$ cat config.mk
export PLATFORM = sky130hd
export DESIGN_NAME = deagg_rr_scheduler
export DESIGN_NICKNAME = d
export VERILOG_FILES = /design/src/rtl/deagg_pkg.sv /design/src/rtl/rr_pick.sv /design/src/rtl/deagg_rr_scheduler.sv
export SDC_FILE = /design/constraint.sdc
export NUM_CORES = 1
export LEC_CHECK = 0
export CAP_MARGIN = 25
export CORE_MARGIN = 3
export CORE_UTILIZATION = 25
export CTS_BUF_LIST = sky130_fd_sc_hd__clkbuf_4
export DETAILED_ROUTE_END_ITERATION = 12
export PLACE_DENSITY = 0.8
export REMOVE_ABC_BUFFERS = 1
export SLEW_MARGIN = 20
export SYNTH_ARGS = -nofsm -noshare
export SYNTH_HDL_FRONTEND = slang
export SYNTH_SLANG_ARGS = --single-unit
$ cat constraint.sdc
create_clock -name clk -period 2.2 [get_ports clk]
set_input_delay 0.44 -clock clk [delete_from_list [all_inputs] [get_ports clk]]
set_output_delay 0.44 -clock clk [all_outputs]
set_load 0.01 [all_outputs]
$ cat src/rtl/deagg_pkg.sv
// Shared types and helpers for the deaggregator front-end (scheduler and
// deaggregator agree on element/word geometry through these defaults).
package deagg_pkg;

    localparam int DEFAULT_DATA_WIDTH  = 9;
    localparam int DEFAULT_FETCH_WIDTH = 4;

    typedef enum logic {
        S_IDLE  = 1'b0,
        S_GRANT = 1'b1
    } sched_state_t;

    // Index width for n items, never narrower than one bit.
    function automatic int clog2_min1(input int n);
        return (n <= 2) ? 1 : $clog2(n);
    endfunction

endpackage

$ cat src/rtl/rr_pick.sv
// Rotating priority encoder: returns the first set request found when
// searching upward from ptr, wrapping modulo N. Purely combinational.
module rr_pick
    import deagg_pkg::*;
#(
    parameter int N = 4,
    parameter int W = clog2_min1(N)
) (
    input  logic [N-1:0] req,
    input  logic [W-1:0] ptr,
    output logic         found,
    output logic [W-1:0] idx
);

    // cand[gi] is the source index visited at search offset gi.
    logic [W-1:0] cand [N];

    genvar gi;
    generate
        for (gi = 0; gi < N; gi++) begin : g_cand
            logic [W:0] sum;
            assign sum       = {1'b0, ptr} + (W+1)'(gi);
            assign cand[gi]  = (sum >= (W+1)'(N)) ? W'(sum - (W+1)'(N)) : sum[W-1:0];
        end
    endgenerate

    // Walk offsets from farthest to nearest so the nearest hit wins.
    always_comb begin
        found = 1'b0;
        idx   = ptr;
        for (int i = N - 1; i >= 0; i--) begin
            if (req[cand[i]]) begin
                found = 1'b1;
                idx   = cand[i];
            end
        end
    end

endmodule

$ cat src/rtl/deagg_rr_scheduler.sv
// Round-robin scheduler sharing one deaggregator among NUM_SRC wide-word
// sources. Grants change only at word boundaries; at most BURST_LEN words
// per grant, then one idle bubble before the next arbitration.
module deagg_rr_scheduler
    import deagg_pkg::*;
#(
    parameter int NUM_SRC     = 4,
    parameter int DATA_WIDTH  = DEFAULT_DATA_WIDTH,
    parameter int FETCH_WIDTH = DEFAULT_FETCH_WIDTH,
    parameter int BURST_LEN   = 4,
    parameter int SRC_W       = clog2_min1(NUM_SRC)
) (
    input  logic                                      clk,
    input  logic                                      rst,
    input  logic                                      enable,
    input  logic [NUM_SRC*FETCH_WIDTH*DATA_WIDTH-1:0] src_data,
    input  logic [NUM_SRC-1:0]                        src_empty_n,
    output logic [NUM_SRC-1:0]                        src_deq,
    output logic [FETCH_WIDTH*DATA_WIDTH-1:0]         dg_data,
    output logic                                      dg_empty_n,
    input  logic                                      dg_deq,
    output logic                                      grant_valid,
    output logic [SRC_W-1:0]                          grant_id
);

    localparam int WORD_W = FETCH_WIDTH * DATA_WIDTH;
    localparam int CNT_W  = $clog2(BURST_LEN + 1);

    sched_state_t     state_q,     state_d;
    logic [SRC_W-1:0] grant_id_q,  grant_id_d;
    logic [SRC_W-1:0] rr_ptr_q,    rr_ptr_d;
    logic [CNT_W-1:0] burst_cnt_q, burst_cnt_d;

    logic             pick_found;
    logic [SRC_W-1:0] pick_idx;
    logic             head_avail;
    logic             accept;
    logic             burst_last;
    logic [SRC_W-1:0] ptr_after_grant;
    logic [WORD_W-1:0] src_word [NUM_SRC];

    rr_pick #(
        .N (NUM_SRC),
        .W (SRC_W)
    ) u_pick (
        .req   (src_empty_n),
        .ptr   (rr_ptr_q),
        .found (pick_found),
        .idx   (pick_idx)
    );

    // A word is consumed only when the granted source really presents one;
    // nothing is popped in a reset cycle, since the deaggregator drops it too.
    assign grant_valid = (state_q == S_GRANT);
    assign grant_id    = grant_id_q;
    assign head_avail  = src_empty_n[grant_id_q];
    assign accept      = grant_valid & head_avail & dg_deq & ~rst;
    assign dg_empty_n  = grant_valid & head_avail & ~rst;
    assign dg_data     = src_word[grant_id_q];
    assign burst_last  = (burst_cnt_q == CNT_W'(BURST_LEN - 1));
    assign ptr_after_grant = (grant_id_q == SRC_W'(NUM_SRC - 1)) ? '0
                                                                  : grant_id_q + SRC_W'(1);

    genvar gi;
    generate
        for (gi = 0; gi < NUM_SRC; gi++) begin : g_src
            assign src_word[gi] = src_data[gi*WORD_W +: WORD_W];
            assign src_deq[gi]  = accept & (grant_id_q == SRC_W'(gi));
        end
    endgenerate

    // Next-state: arbitrate in IDLE, count words and decide release in GRANT.
    always_comb begin
        state_d     = state_q;
        grant_id_d  = grant_id_q;
        rr_ptr_d    = rr_ptr_q;
        burst_cnt_d = burst_cnt_q;
        case (state_q)
            S_IDLE: begin
                if (enable && pick_found) begin
                    state_d     = S_GRANT;
                    grant_id_d  = pick_idx;
                    burst_cnt_d = '0;
                end
            end
            S_GRANT: begin
                if (accept) begin
                    burst_cnt_d = burst_cnt_q + CNT_W'(1);
                end
                // An empty head means the last word was already popped,
                // so releasing here never tears a word.
                if ((accept && burst_last) || !head_avail) begin
                    state_d     = S_IDLE;
                    rr_ptr_d    = ptr_after_grant;
                    burst_cnt_d = '0;
                end
            end
            default: begin
                state_d = S_IDLE;
            end
        endcase
    end

    // State registers with synchronous reset.
    always_ff @(posedge clk) begin
        if (rst) begin
            state_q     <= S_IDLE;
            grant_id_q  <= '0;
            rr_ptr_q    <= '0;
            burst_cnt_q <= '0;
        end else begin
            state_q     <= state_d;
            grant_id_q  <= grant_id_d;
            rr_ptr_q    <= rr_ptr_d;
            burst_cnt_q <= burst_cnt_d;
        end
    end

endmodule

==> out/results.ini, run 1 <==
[die]
die_y_microns=80.7
placementRows=26
dieArea_sq_um=6520
die_w_microns=80.7
core-area_sq_um=5240
num_io_pins=196
initial_core_util_pct=26.7

[synth]
synth_top_family_by_area=multiplexers
yosysUniqueCellTypes=30
syn_inst=107
syn_avg_cell_area_sq_um=13.0
synthSimpleGateAreaFrac_pct=10.9
yosysSeqAreaShare_pct=11.5
synth-xor-area-share_pct=0
ys_seq_elements=8
ys_warn_count=0
synthMuxAreaShare_pct=61.1
netlist_area_sq_um=1400
synthAdderAreaFrac_pct=5.38
synth_compound_area_share_pct=6.90

[worst_setup_path]
path_max_fanout=5
cp.required_ps=1760
cp_slowest_cell=mux4_2
crit_type=primary input to output port
rrSetupSlack_ps=540
crit_family=multiplexers
critical_path_buf_inv_count=2
cp_cell_sequence=dlygate4sd2_1 > mux4_2 > and3b_2 > and3_1 > buf_2
critPathCaptureType=output port
slowest_delay_ps=470
critPathLaunchType=primary input
crit_arrival_ps=1710

[timing]
tightest_slew_ps=408
slew_viol_final=0
whs_ps=462
hold_viol=0
fmax_mhz=464
setup_viol=0
slew_headroom_pct=72.1
min_period_ps=2150
finalClockSkew_ps=4.90
final.period_utilization_pct=97.9

[grt]
grt_overflow=0
grt_usage_pct=21.5
grt_pass1_wl_microns=10400
grt_pass1_vias=1905
grt_max_degree=41
antenna_found_initial=1

[routing]
vias_per_cell=4.92
initialDrtViolationCount=26
wl_per_cell_microns=19.7
routed_wl_microns=7560
ant_nets=0
dr.pass1.iters=4
vias=1891
drc=0

[worst_hold_path]
hold_class=flip-flop to flip-flop

[outcome]
status=complete, no violations

[place]
port-buffer-count=195
gp_congestion=0.850
dp_hpwl_microns=6750

[clocking]
htreeDepth=1
cts_tree=yes
cts_hold_buf=0
clk-insertion-delay-late_ps=260
cts_buffers=3
clk_pin_slew_ps=60
cts_sinks=8
root_buffer=clkbuf_4
clk_path_buf_depth=2

[flow_run]
cap_violations=0

[layout]
diodes=0
multi_input_area_sq_um=1180
nets=474
synthToLayoutAreaGrowth_pct=153
fin_util_pct=67.6
fill_cells=436
drive_gt1_share_pct=23.2
register_area_sq_um=165

[pwr]
power_density_nw_per_um2=262
power.leakage_nw=1.34
peakVddDrop_uv=296

## layer usage
layer	up-vias	track usage [%]	share of wire, %
met5	-	0	0.16
met2	116	37.6	50
li1	885	-	-
met3	8	11.4	14
met4	2	4.05	1.1
met1	880	23.3	34
## layout make-up
cell class | instances | area share, %
Tap cell | 70 | 2.48
Timing Repair Buffer | 214 | 58.3
Inverter | 4 | 0.424
Clock buffer | 3 | 0.636
Multi-Input combinational cell | 85 | 33.5
Sequential cell | 8 | 4.67
## what timing repair did
item / CTS / global route
pin swaps: 2 / 0
endpoints found under the hold margin: 0 / 0
setup buffers: 3 / 0
setup endpoints to repair: 41 / 3
gates resized for setup: 82 / 4
## flip-flops by register name (all words and copies together), names as in the netlist
signal	cells
burst_cnt_q	3
grant_id	2
rr_ptr_q	2
grant_valid	1
## cell usage in the layout (no fill, tap or decap), types with 3 or more instances in the layout
master | synthesis | layout
clkdlybuf4s50_1 | 0 | 150
mux4_2 | 37 | 37
dlygate4sd2_1 | 0 | 32
buf_4 | 0 | 14
buf_2 | 5 | 9
ha_1 | 6 | 6
dfxtp_1 | 8 | 6
nand2_1 | 5 | 5
inv_1 | 4 | 4
a21oi_1 | 4 | 4
nor2_1 | 4 | 4
buf_12 | 0 | 4
and3_1 | 4 | 3
nand2b_1 | 3 | 3
clkbuf_4 | 0 | 3
clkdlybuf4s15_1 | 0 | 3
## report_power, final
part,leakage (nW),internal (mW),switching (mW),total (mW)
Clock,0.0138,0.0625,0.0516,0.114
Combinational,1.26,0.457,0.196,0.653
Sequential,0.0662,0.151,0.00758,0.159
Total,1.34,0.671,0.255,0.926
## through the flow
step | worst slack, ps | setup TNS (ps) | area, sq um | std cells | total power, mW
2_1_floorplan | -1250 | -37510 | 1350 | 97 | 0.386
3_3_place_gp | -521 | -3870 | 3550 | 378 | 0.859
3_5_place_dp | -556 | -4330 | 3550 | 378 | 0.869
4_1_cts | 29.6 | 0 | 3520 | 384 | 0.937
5_1_grt | -3.08 | -8.16 | 3540 | 384 | 0.979
6_report | 45.2 | 0 | 3540 | 384 | 0.926
## Yosys cell counts, drive strengths merged
cell type / n / area share, %
o31ai: 2 / 1.1
or2: 1 / 0.45
mux2i: 2 / 1.4
buf: 6 / 2.1
nor2: 4 / 1.1
and3: 4 / 1.8
inv: 4 / 1.1
a21oi: 4 / 1.4
a211oi: 1 / 0.54
o2bb2ai: 1 / 0.63
o41ai: 1 / 0.63
a32o: 1 / 0.72
nand3b: 2 / 1.1
nor3: 1 / 0.36
clkbuf: 4 / 1.1
or4: 1 / 0.54
nand2: 5 / 1.3
or3: 1 / 0.45
a21bo: 1 / 0.72
nand2b: 3 / 1.3
dfxtp: 8 / 11
nand3: 1 / 0.36
mux4: 37 / 60
a2111oi: 1 / 0.63
ha: 6 / 5.4
nor4: 1 / 0.45
nor3b: 2 / 1.1
a21boi: 1 / 0.54
and3b: 1 / 0.63
## path summary, 6_finish.rpt
| check | start | depth (start not counted) | to |
|---|---|---|---|
| max | src_empty_n[0] | 5 | src_deq[3] |
| min | burst_cnt_q[2] | 1 | burst_cnt_q[2] |
| max reg2reg | grant_id[0] | 5 | burst_cnt_q[0] |
| min reg2reg | burst_cnt_q[2] | 1 | burst_cnt_q[2] |
## kinds of logic (layout without fill, tap and decap cells)
kind of cell | count (synthesis) | after routing
fa+ha+maj | 6 | 6
mux | 39 | 39
buf+inv | 14 | 221
flops | 8 | 8
simple gates | 27 | 27
compound gates | 13 | 13
No activity file was read; power rests on OpenSTA's default activity.
==> inputs of run 2 (changes only) <==
- CTS_BUF_LIST: sky130_fd_sc_hd__clkbuf_4 -> sky130_fd_sc_hd__clkbuf_8
- SLEW_MARGIN: 20 -> unset
==> run 2 against run 1 <==
Via count fell by 0.32%; clock-buffer cell count did not move; combinational power barely moved; sequential cell count did not move; total power rose by 6.7%; clock skew barely moved; fmax barely moved; final area rose by 1.1%; critical path depth did not move; sequential power barely moved; worst setup slack improved by 0.64 ps; cell count fell by 0.26%; critical path type unchanged; highest routed layer unchanged.
==> out/results.ini, run 2 (synthesis gave the netlist of run 1 again) <==
[place]
placed_cells=378
gp_congestion=0.850
dp_hpwl_microns=6750
port-buffer-count=195

[clocking]
root_buffer=clkbuf_8
clk-insertion-delay-late_ps=230
clk_pin_slew_ps=40
cts_buffers=3
cts_sinks=8
cts_tree=yes
cts_hold_buf=0
htreeDepth=1
clk_path_buf_depth=2

[layout]
largest_reg_flops=3
final_cell_mix=clkdlybuf4s50_1, dlygate4sd2_1, mux4_2
diodes=0
regMostFlops=burst_cnt_q
final_common_cell=clkdlybuf4s50_1
nets=473
final-instance-count-excl-fill=383
drive_gt1_share_pct=21.4
synthToLayoutAreaGrowth_pct=156

[pwr]
peakVddDrop_uv=417
power.leakage_nw=1.36
combPwrFrac_pct=66.4
power_density_nw_per_um2=276
intPower_mw=0.730
pwr-share-clk_pct=17.4
p_switching_mw=0.258
sw_frac_of_total_pct=26.1
report.power.total_mw=0.987
pwr-share-seq_pct=16.2

[routing]
vias=1885
ant_nets=0
routed_wl_microns=7590
dr.pass1.iters=4
initialDrtViolationCount=38
wl_per_cell_microns=19.8
vias_per_cell=4.92
drc=0

[timing]
hold_viol=0
rsz0062_at_grt=yes
min_period_ps=2150
slew_viol_final=0
whs_ps=459
tightest_slew_ps=406
fmax_mhz=464
slew_headroom_pct=72.2
final.period_utilization_pct=97.9
setup_viol=0
finalClockSkew_ps=5.32
fin_setup_tns_ps=0

[worst_setup_path]
cp-startpoint=src_empty_n[0]
worstSetupPathDepth=5
cp_cell_sequence=dlygate4sd2_1 > mux4_2 > and3b_2 > and3_4 > buf_2
critPathLaunchType=primary input
r2r-end=burst_cnt_q[0]
critPathCaptureType=output port
cp.required_ps=1760
crit_arrival_ps=1710
rrSetupSlack_ps=540
crit_family=multiplexers
rr_worst_depth=5
critical_path_buf_inv_count=2
slowest_delay_ps=470
crit_type=primary input to output port
crit-reg2reg-launch=grant_id[0]
cp_slowest_cell=mux4_2
path_max_fanout=5

[die]
die_y_microns=80.7
num_io_pins=196
die_w_microns=80.7
core-area_sq_um=5240
dieArea_sq_um=6520
placementRows=26
initial_core_util_pct=26.7

[grt]
grt_usage_pct=21.5
antenna_found_initial=1
grt_pass1_vias=1910
grt_overflow=0
grt_max_degree=41
grt_pass1_wl_microns=10400

[worst_hold_path]
hold_end=burst_cnt_q[2]
hold-path-cell-count=1
hold_class=flip-flop to flip-flop
hp-start=burst_cnt_q[2]

[outcome]
status=complete, no violations

[flow_run]
cap_violations=0

-- run 2: cell count changes in the layout (fill, tap and decap cells not counted), sizes merged --
| cell | delta |
|---|---|
| dlygate4sd2 | +8 |
| clkbuf | +1 |
| clkdlybuf4s15 | -3 |
| buf | -7 |
-- run 2: how the worst max path moves through the flow --
stage and to:
6_report src_deq[0], 4_1_cts dg_data[22], 3_3_place_gp src_deq[0], 2_1_floorplan src_deq[0], 5_1_grt dg_data[31], 3_5_place_dp src_deq[0]
-- run 2: layer usage --
metal	wire length [microns]	vias to the layer above	part of all wire, %	global-route usage [%]
li1	-	883	-	-
met1	2630	876	35	23.3
met2	3820	116	50	37.9
met3	1060	8	14	11.8
met4	70	2	0.92	3.04
met5	12	-	0.16	0
-- run 2: power groups by stage --
stage / registers (mW) / clock network (mW) / logic [mW]
2_1_floorplan: 0.188 / 0 / 0.198
3_3_place_gp: 0.161 / 0 / 0.698
3_5_place_dp: 0.162 / 0 / 0.707
4_1_cts: 0.160 / 0.175 / 0.657
5_1_grt: 0.161 / 0.184 / 0.698
6_report: 0.160 / 0.172 / 0.656
-- run 2: worst register-to-register path: stages, from the launching register on --
cell	delay [ps]
dfxtp_4	370
mux4_2	510
and3b_2	250
buf_4	150
nand3b_1	70
a21bo_1	190
-- run 2: cell type report --
cell class / instances / area (sq um)
Clock buffer: 3 / 41.3
Fill cell: 431 / 1660
Inverter: 4 / 15.0
Multi-Input combinational cell: 85 / 1180
Sequential cell: 8 / 165
Tap cell: 70 / 87.6
Timing Repair Buffer: 213 / 2080
-- run 2: per-stage QoR --
step / util (%) / cell area, sq um / worst slack, ps
final: 68.3 / 3580 / 45.9
after global routing: 68.3 / 3580 / -4.41
after CTS: 67.6 / 3540 / 8.77
after detailed placement: 67.8 / 3550 / -556
after global placement: 67.8 / 3550 / -521
after floorplan: - / 1350 / -1250
-- run 2: timing repair --
| action | CTS | global route |
|---|---|---|
| setup endpoints to repair | 41 | 26 |
| pin swaps | 2 | 0 |
| gates cloned | 0 | 1 |
| resized for setup | 64 | 3 |
| buffers inserted | 1 | 0 |
